[config.mk]
export PLATFORM = sky130hd
export DESIGN_NAME = asynchronous_fifo_write_controller
export DESIGN_NICKNAME = d
export VERILOG_FILES = /design/src/rtl/asynchronous_fifo_write_controller.sv
export SDC_FILE = /design/constraint.sdc
export NUM_CORES = 1
export LEC_CHECK = 0
export ABC_AREA = 1
export CAP_MARGIN = 0
export CORE_MARGIN = 10
export CORE_UTILIZATION = 50
export DETAILED_ROUTE_END_ITERATION = 16
export GPL_ROUTABILITY_DRIVEN = 0
export PLACE_DENSITY = 0.77
export SYNTH_ARGS = -nofsm -noshare
export SYNTH_HDL_FRONTEND = slang
export SYNTH_SLANG_ARGS = --single-unit
[constraint.sdc]
create_clock -name clock -period 5.34 [get_ports clock]
set_clock_uncertainty 0.1 [all_clocks]
set_input_delay 1.068 -clock clock [delete_from_list [all_inputs] [get_ports clock]]
set_output_delay 1.068 -clock clock [all_outputs]
set_load 0.03 [all_outputs]
[src/rtl/asynchronous_fifo_write_controller.sv]
// rtl/asynchronous_fifo_write_controller.sv - write-domain half of a dual-clock FIFO
module asynchronous_fifo_write_controller #(
  parameter int DATA_WIDTH            = 16,
  parameter int DATA_DEPTH            = 4096,
  parameter int ALMOST_FULL_THRESHOLD = DATA_DEPTH - 16,
  localparam int AW                   = $clog2(DATA_DEPTH)
) (
  input  logic                  clock,
  input  logic                  reset_n,
  input  logic                  write_enable,
  input  logic [DATA_WIDTH-1:0] write_data,
  input  logic [AW-1:0]         read_pointer_gray,
  output logic                  memory_write_enable,
  output logic [AW-1:0]         memory_write_address,
  output logic [DATA_WIDTH-1:0] memory_write_data,
  output logic [AW-1:0]         write_pointer_gray,
  output logic                  full,
  output logic                  almost_full,
  output logic [AW-1:0]         fill_level,
  output logic                  overflow
);

  localparam logic [AW-1:0] ONE          = {{(AW-1){1'b0}}, 1'b1};
  localparam logic [AW:0]   AF_THRESHOLD = (AW+1)'(ALMOST_FULL_THRESHOLD);

  logic [AW-1:0] write_pointer;
  logic [AW-1:0] next_write_pointer;
  logic [AW-1:0] next_fill;
  logic [AW-1:0] read_sync_1;
  logic [AW-1:0] read_sync_2;
  logic [AW-1:0] rd_sync;
  logic          accept;

  assign accept               = reset_n && write_enable && !full;
  assign memory_write_enable  = accept;
  assign memory_write_address = write_pointer;
  assign memory_write_data    = write_data;
  assign next_write_pointer   = accept ? write_pointer + ONE : write_pointer;
  assign next_fill            = next_write_pointer - rd_sync;

  // Gray-to-binary: each bit is the XOR of all Gray bits at and above it.
  always_comb begin
    rd_sync = '0;
    rd_sync[AW-1] = read_sync_2[AW-1];
    for (int i = AW - 2; i >= 0; i--) begin
      rd_sync[i] = rd_sync[i+1] ^ read_sync_2[i];
    end
  end

  // Flags use the post-write pointer and a lagging read pointer, so they can
  // only err on the pessimistic side; one slot is kept empty to separate full from empty.
  always_ff @(posedge clock) begin
    if (!reset_n) begin
      write_pointer      <= '0;
      write_pointer_gray <= '0;
      read_sync_1        <= '0;
      read_sync_2        <= '0;
      full               <= 1'b0;
      almost_full        <= 1'b0;
      fill_level         <= '0;
      overflow           <= 1'b0;
    end else begin
      write_pointer      <= next_write_pointer;
      write_pointer_gray <= next_write_pointer ^ (next_write_pointer >> 1);
      read_sync_1        <= read_pointer_gray;
      read_sync_2        <= read_sync_1;
      full               <= (next_write_pointer + ONE) == rd_sync;
      almost_full        <= {1'b0, next_fill} >= AF_THRESHOLD;
      fill_level         <= next_fill;
      if (write_enable && full) begin
        overflow <= 1'b1;
      end
    end
  end

endmodule

After elaboration in Yosys (flattened, before gate mapping)
Index checks and enable logic that the tools add are counted.
{"block": "classes", "muxes": 1, "n_bitwise": 12, "magnitude_cmp": 1, "n_eq_ne": 1, "reduce_logical": 4, "add_sub_neg": 3}
{"op": "adder 12 x 1 -> 12 bit (second input constant)", "n": 2}
{"op": "== test 12 bit", "n": 1}
{"op": "greater-or-equal comparator 12 bit (second input constant)", "n": 1}
{"op": "2-to-1 mux 12 bit", "n": 1}
{"op": "subtractor 12 bit", "n": 1}
{"op": "XOR 12 x 11 -> 12 bit", "n": 1}
{"op": "XOR 1 bit", "n": 11}
{"op": "logical AND 1 bit", "n": 3}
{"op": "logical NOT 1 bit", "n": 1}
{"block": "totals", "register_bits": 63, "out_inout_bits": 56, "input_bits": 31, "word_cells": 30}

Logic depth before layout (Yosys ltp)
{"block": "logic_depth", "depth_word": 13, "mapped_depth": 31, "depth_no_buf": 31}

Worst setup path before layout
OpenSTA, ideal clock, no wires.
{"block": "synth_timing", "path_type": "input to register", "from": "in reset_n", "to": "reg almost_full", "required_time_ns": 5.162, "arrival_time_ns": 3.657, "setup_time_ns": 0.078, "path_slack_ns": 1.505, "path_buffers": 1, "stages": 19, "cell_sequence": "buf_4 nand2_1 nor2_1 nand2_1 nand2_2 ha_1 inv_1 fa_1 nand2_1 inv_1 o21ai_0 nand2_1 nand2_1 o211ai_1 a21o_1 a21oi_1 or2_2 nand3_1 nor3_1"}
{"block": "synth_between", "elab_chain_cells": 5}
{"item": "start: declaration", "line_no": "9", "source": "input logic reset_n,"}
{"item": "logical AND 1 bit (2 in a row)", "line_no": "34", "source": "assign accept = reset_n && write_enable && !full;"}
{"item": "named net memory_write_enable", "line_no": "13", "source": "output logic memory_write_enable,"}
{"item": "2-to-1 mux 12 bit", "line_no": "38", "source": "assign next_write_pointer = accept ? write_pointer + ONE : write_pointer;"}
{"item": "subtractor 12 bit", "line_no": "39", "source": "assign next_fill = next_write_pointer - rd_sync;"}
{"item": "greater-or-equal comparator 12 bit", "line_no": "68", "source": "almost_full <= {1'b0, next_fill} >= AF_THRESHOLD;"}
{"item": "end signal: assignment", "line_no": "59", "source": "almost_full <= 1'b0;"}
{"item": "end signal: assignment", "line_no": "68"}
{"item": "end: declaration", "line_no": "18", "source": "output logic almost_full,"}
The timed path passes the listed nets, and every way through them passes these cells.
A chain may end at the register's enable or synchronous reset.

Worst setup path after layout
{"block": "layout_timing", "from": "reg read_sync_2[11]", "to": "reg almost_full"}
{"block": "layout_between", "elab_chain_cells": 13}
{"item": "start: declaration", "line_no": "30", "source": "logic [AW-1:0] read_sync_2;"}
{"item": "start signal: assignment", "line_no": "66", "source": "read_sync_2 <= read_sync_1;"}
{"item": "XOR 1 bit (11 in a row)", "line_no": "46", "source": "rd_sync[i] = rd_sync[i+1] ^ read_sync_2[i];"}
{"item": "subtractor 12 bit *", "line_no": "39"}
{"item": "greater-or-equal comparator 12 bit *", "line_no": "68"}
Every way passes the cells marked *; elsewhere a longest branch is shown, timed or not.

==> results_dict.tcl <==
set metrics [dict create \
    status "completed" \
    grt.total_usage 0.1393 \
    grt_max_degree 31 \
    drive_gt1_frac 0.1079 \
    wl_per_cell_um 11.80 \
    cts_num_sinks 62 \
    ant_nets 0 \
    syn_nets 526 \
    yosysMostFrequentCell "nand2_1" \
    grt_pass1_wl_um 11580 \
    post-dp-hpwl_um 5839 \
    io_buffers 54 \
    synthTopCellsByCount "115 x nand2_1, 89 x inv_1, 62 x dfxtp_1, 40 x nor2_1, 29 x nand3_1" \
    min_from "read_sync_1[4]$_SDFF_PN0_" \
    hold_path.class "reg -> reg" \
    slew_headroom 0.4652 \
    ctsResizeCount 0 \
    drc 0 \
    final_nets 569 \
    ys.flop_type "dfxtp_1" \
    rr_startpoint "read_sync_2[11]$_SDFF_PN0_" \
    dieWidth_um 103.5 \
    total_leakage_power_uw 0.002155 \
    grt_busiest_layer "met2" \
    grt_pass1_vias 2735 \
    max_stage_delay_ns 0.40 \
    mappedNetlistArea_mm2 0.003482 \
    period_share 0.8137 \
    dr.pass1.iters 4 \
    crit_top_cell "nand2_1" \
    use_met1 0.1510 \
    min_path_cells 2 \
    cts_tree "done" \
    drtIter0Drc 143 \
    core_area_mm2 0.006794 \
    ys_seq_elements 62 \
    seq_area_mm2 0.001241 \
    route.vias.total 2938 \
    netlist_instances 472 \
    num_io_pins 87 \
    cellPowerDensity_mw_per_mm2 276.7 \
    antenna_found_initial 0 \
    tightest_slew_ns 0.7939 \
    yosys_warnings 0 \
    met2_usage 0.2359 \
    cts_made_buffers 9 \
    timing.fmax_mhz 230.1 \
    setup_viol 0 \
    cts_setup_buffers 0 \
    ys_async_sr_fraction 0 \
    final.min_clock_period_ns 4.345 \
    clock_latency_ns 0.33 \
    die_h_um 103.5 \
    synthTopCellsByArea "dfxtp_1 36%, nand2_1 12%, inv_1 9.6%" \
    startpoint "read_sync_2[11]$_SDFF_PN0_" \
    cp.required_ns 5.50 \
    vias_per_cell 4.777 \
    syn_area_per_cell_um2 7.377 \
    synth_top_area_cell "dfxtp_1" \
    hold_viol_final 0 \
    area_growth_pct 20.84 \
    fillerInstances 584 \
    cp_max_fo 5 \
    synth_top_area_frac 0.3564 \
    worst_slack_ns 0.9947 \
    critPathLaunchType "flip-flop" \
    cp_slowest_cell "dfxtp_1" \
    maxCapViolations 0 \
    tns_ns 0 \
    synthDistinctLibCells 35 \
    arrival_ns 4.51 \
    rows 30 \
    totalWireLength_um 7259 \
    holdBufCountCts 0 \
    grt_use_met3 0.03920 \
    yosysSeqAreaShare 0.3564 \
    start_util 0.5125 \
    place_ws_ns 0.7752 \
    endpoint_kind "flip-flop" \
    critical_path_class "reg -> reg" \
    cts.reportedPaths.clkPinSlew_ns 0.07 \
    multi_input_area_mm2 0.001734 \
    insertedDiodeCount 0 \
    rsz0062_at_grt "no" \
    vdd_drop_max_uv 172.3 \
    die_area_mm2 0.01070 \
    clock_path_buffers 2 \
    reg2reg_depth 31 \
    cts_root_buf "clkbuf_8" \
    drv_slew 0 \
    synth_edf_count 0 \
    grt_overflow 0 \
    h-tree-depth 3 \
]
area by class of cell:
class	count	area share
Sequential cell	62	0.2950
Tap cell	96	0.02855
Clock buffer	12	0.03925
Timing Repair Buffer	56	0.1320
Clock inverter	3	0.01011
Multi-Input combinational cell	293	0.4121
Inverter	93	0.08296
flip-flops by register name, indices dropped and copies added (netlist names):
register,count
read_sync_2,12
write_pointer_gray,12
overflow,1
almost_full,1
full,1
read_sync_1,12
fill_level,12
memory_write_address,11
placed cells by master, fill, tap and decap left out, types with 2 or more instances in the layout:
| cell type | instances |
|---|---|
| xnor2_2 | 2 |
| nand3_1 | 29 |
| nor2_1 | 40 |
| nor2_2 | 2 |
| inv_2 | 4 |
| nand2_4 | 4 |
| buf_4 | 2 |
| nor3_1 | 3 |
| xor2_1 | 10 |
| nand3b_1 | 4 |
| nand2_1 | 115 |
| inv_1 | 89 |
| xnor2_1 | 4 |
| nand2_2 | 8 |
| clkdlybuf4s50_1 | 54 |
| clkbuf_8 | 12 |
| o21ai_0 | 7 |
| nand4_1 | 4 |
| a21oi_1 | 11 |
| nor2_4 | 2 |
| nand3_4 | 7 |
| o21bai_1 | 2 |
| or2_2 | 3 |
| nand3_2 | 5 |
| ha_1 | 22 |
| dfxtp_1 | 62 |
worst paths after layout:
| check | endpoint | slack [ns] |
|---|---|---|
| worst min register to register | read_sync_2[4]$_SDFF_PN0_ | 0.31 |
| worst max register to register | almost_full$_SDFF_PN0_ | 0.99 |
| worst min-delay path | read_sync_2[4]$_SDFF_PN0_ | 0.31 |
| worst max-delay path | almost_full$_SDFF_PN0_ | 0.99 |
where the power goes:
part / switching, uW / total [uW] / leakage, uW / internal, uW
logic: 149 / 245 / 0.00154 / 96.2
clock network: 172 / 422 / 0.000104 / 250
registers: 9.02 / 497 / 0.000509 / 488
cell families (layout without fill, tap and decap cells):
family / count (synthesis) / count (layout) / share of synthesized area
AO/OA/AOI/OAI: 26 / 26 / 0.04312
buffers and inverters: 117 / 164 / 0.1455
AND/OR/NAND/NOR: 228 / 228 / 0.3255
flip-flops: 62 / 62 / 0.3564
XOR/XNOR: 16 / 16 / 0.04455
adder cells (fa/ha/maj): 23 / 23 / 0.08480
worst max-delay path, delay by kind of cell, from the launching register on:
| kind | cells | cell delay, ns |
|---|---|---|
| AOI/OAI and AO/OA | 4 | 0.63 |
| xor gates and xnor gates | 1 | 0.13 |
| adders and majority gates | 2 | 0.59 |
| buffers and inverters | 3 | 0.19 |
| DFF | 1 | 0.40 |
| and+or+nand+nor | 21 | 2.22 |
per-layer routing:
metal	wire length, um	vias up	share of wire
li1	-	1509	-
met2	3365	85	0.46
met1	3183	1323	0.44
met5	0	-	0
met3	495	21	0.068
met4	215	0	0.030
through the flow:
step / area [um2] / total power [uW] / util / instances / hold WS [ns]
after floorplan: 3482 / 698.5 / - / 472 / 0.2905
after global placement: 4000 / 745.0 / 0.5888 / 600 / 0.2917
after detailed placement: 4000 / 752.7 / 0.5888 / 600 / 0.2970
after CTS: 4208 / 1175 / 0.6193 / 615 / 0.3125
after global routing: 4208 / 1216 / 0.6193 / 615 / 0.3290
final: 4208 / 1164 / 0.6193 / 615 / 0.3105
Note: power is estimated with default switching activity, not from simulation.
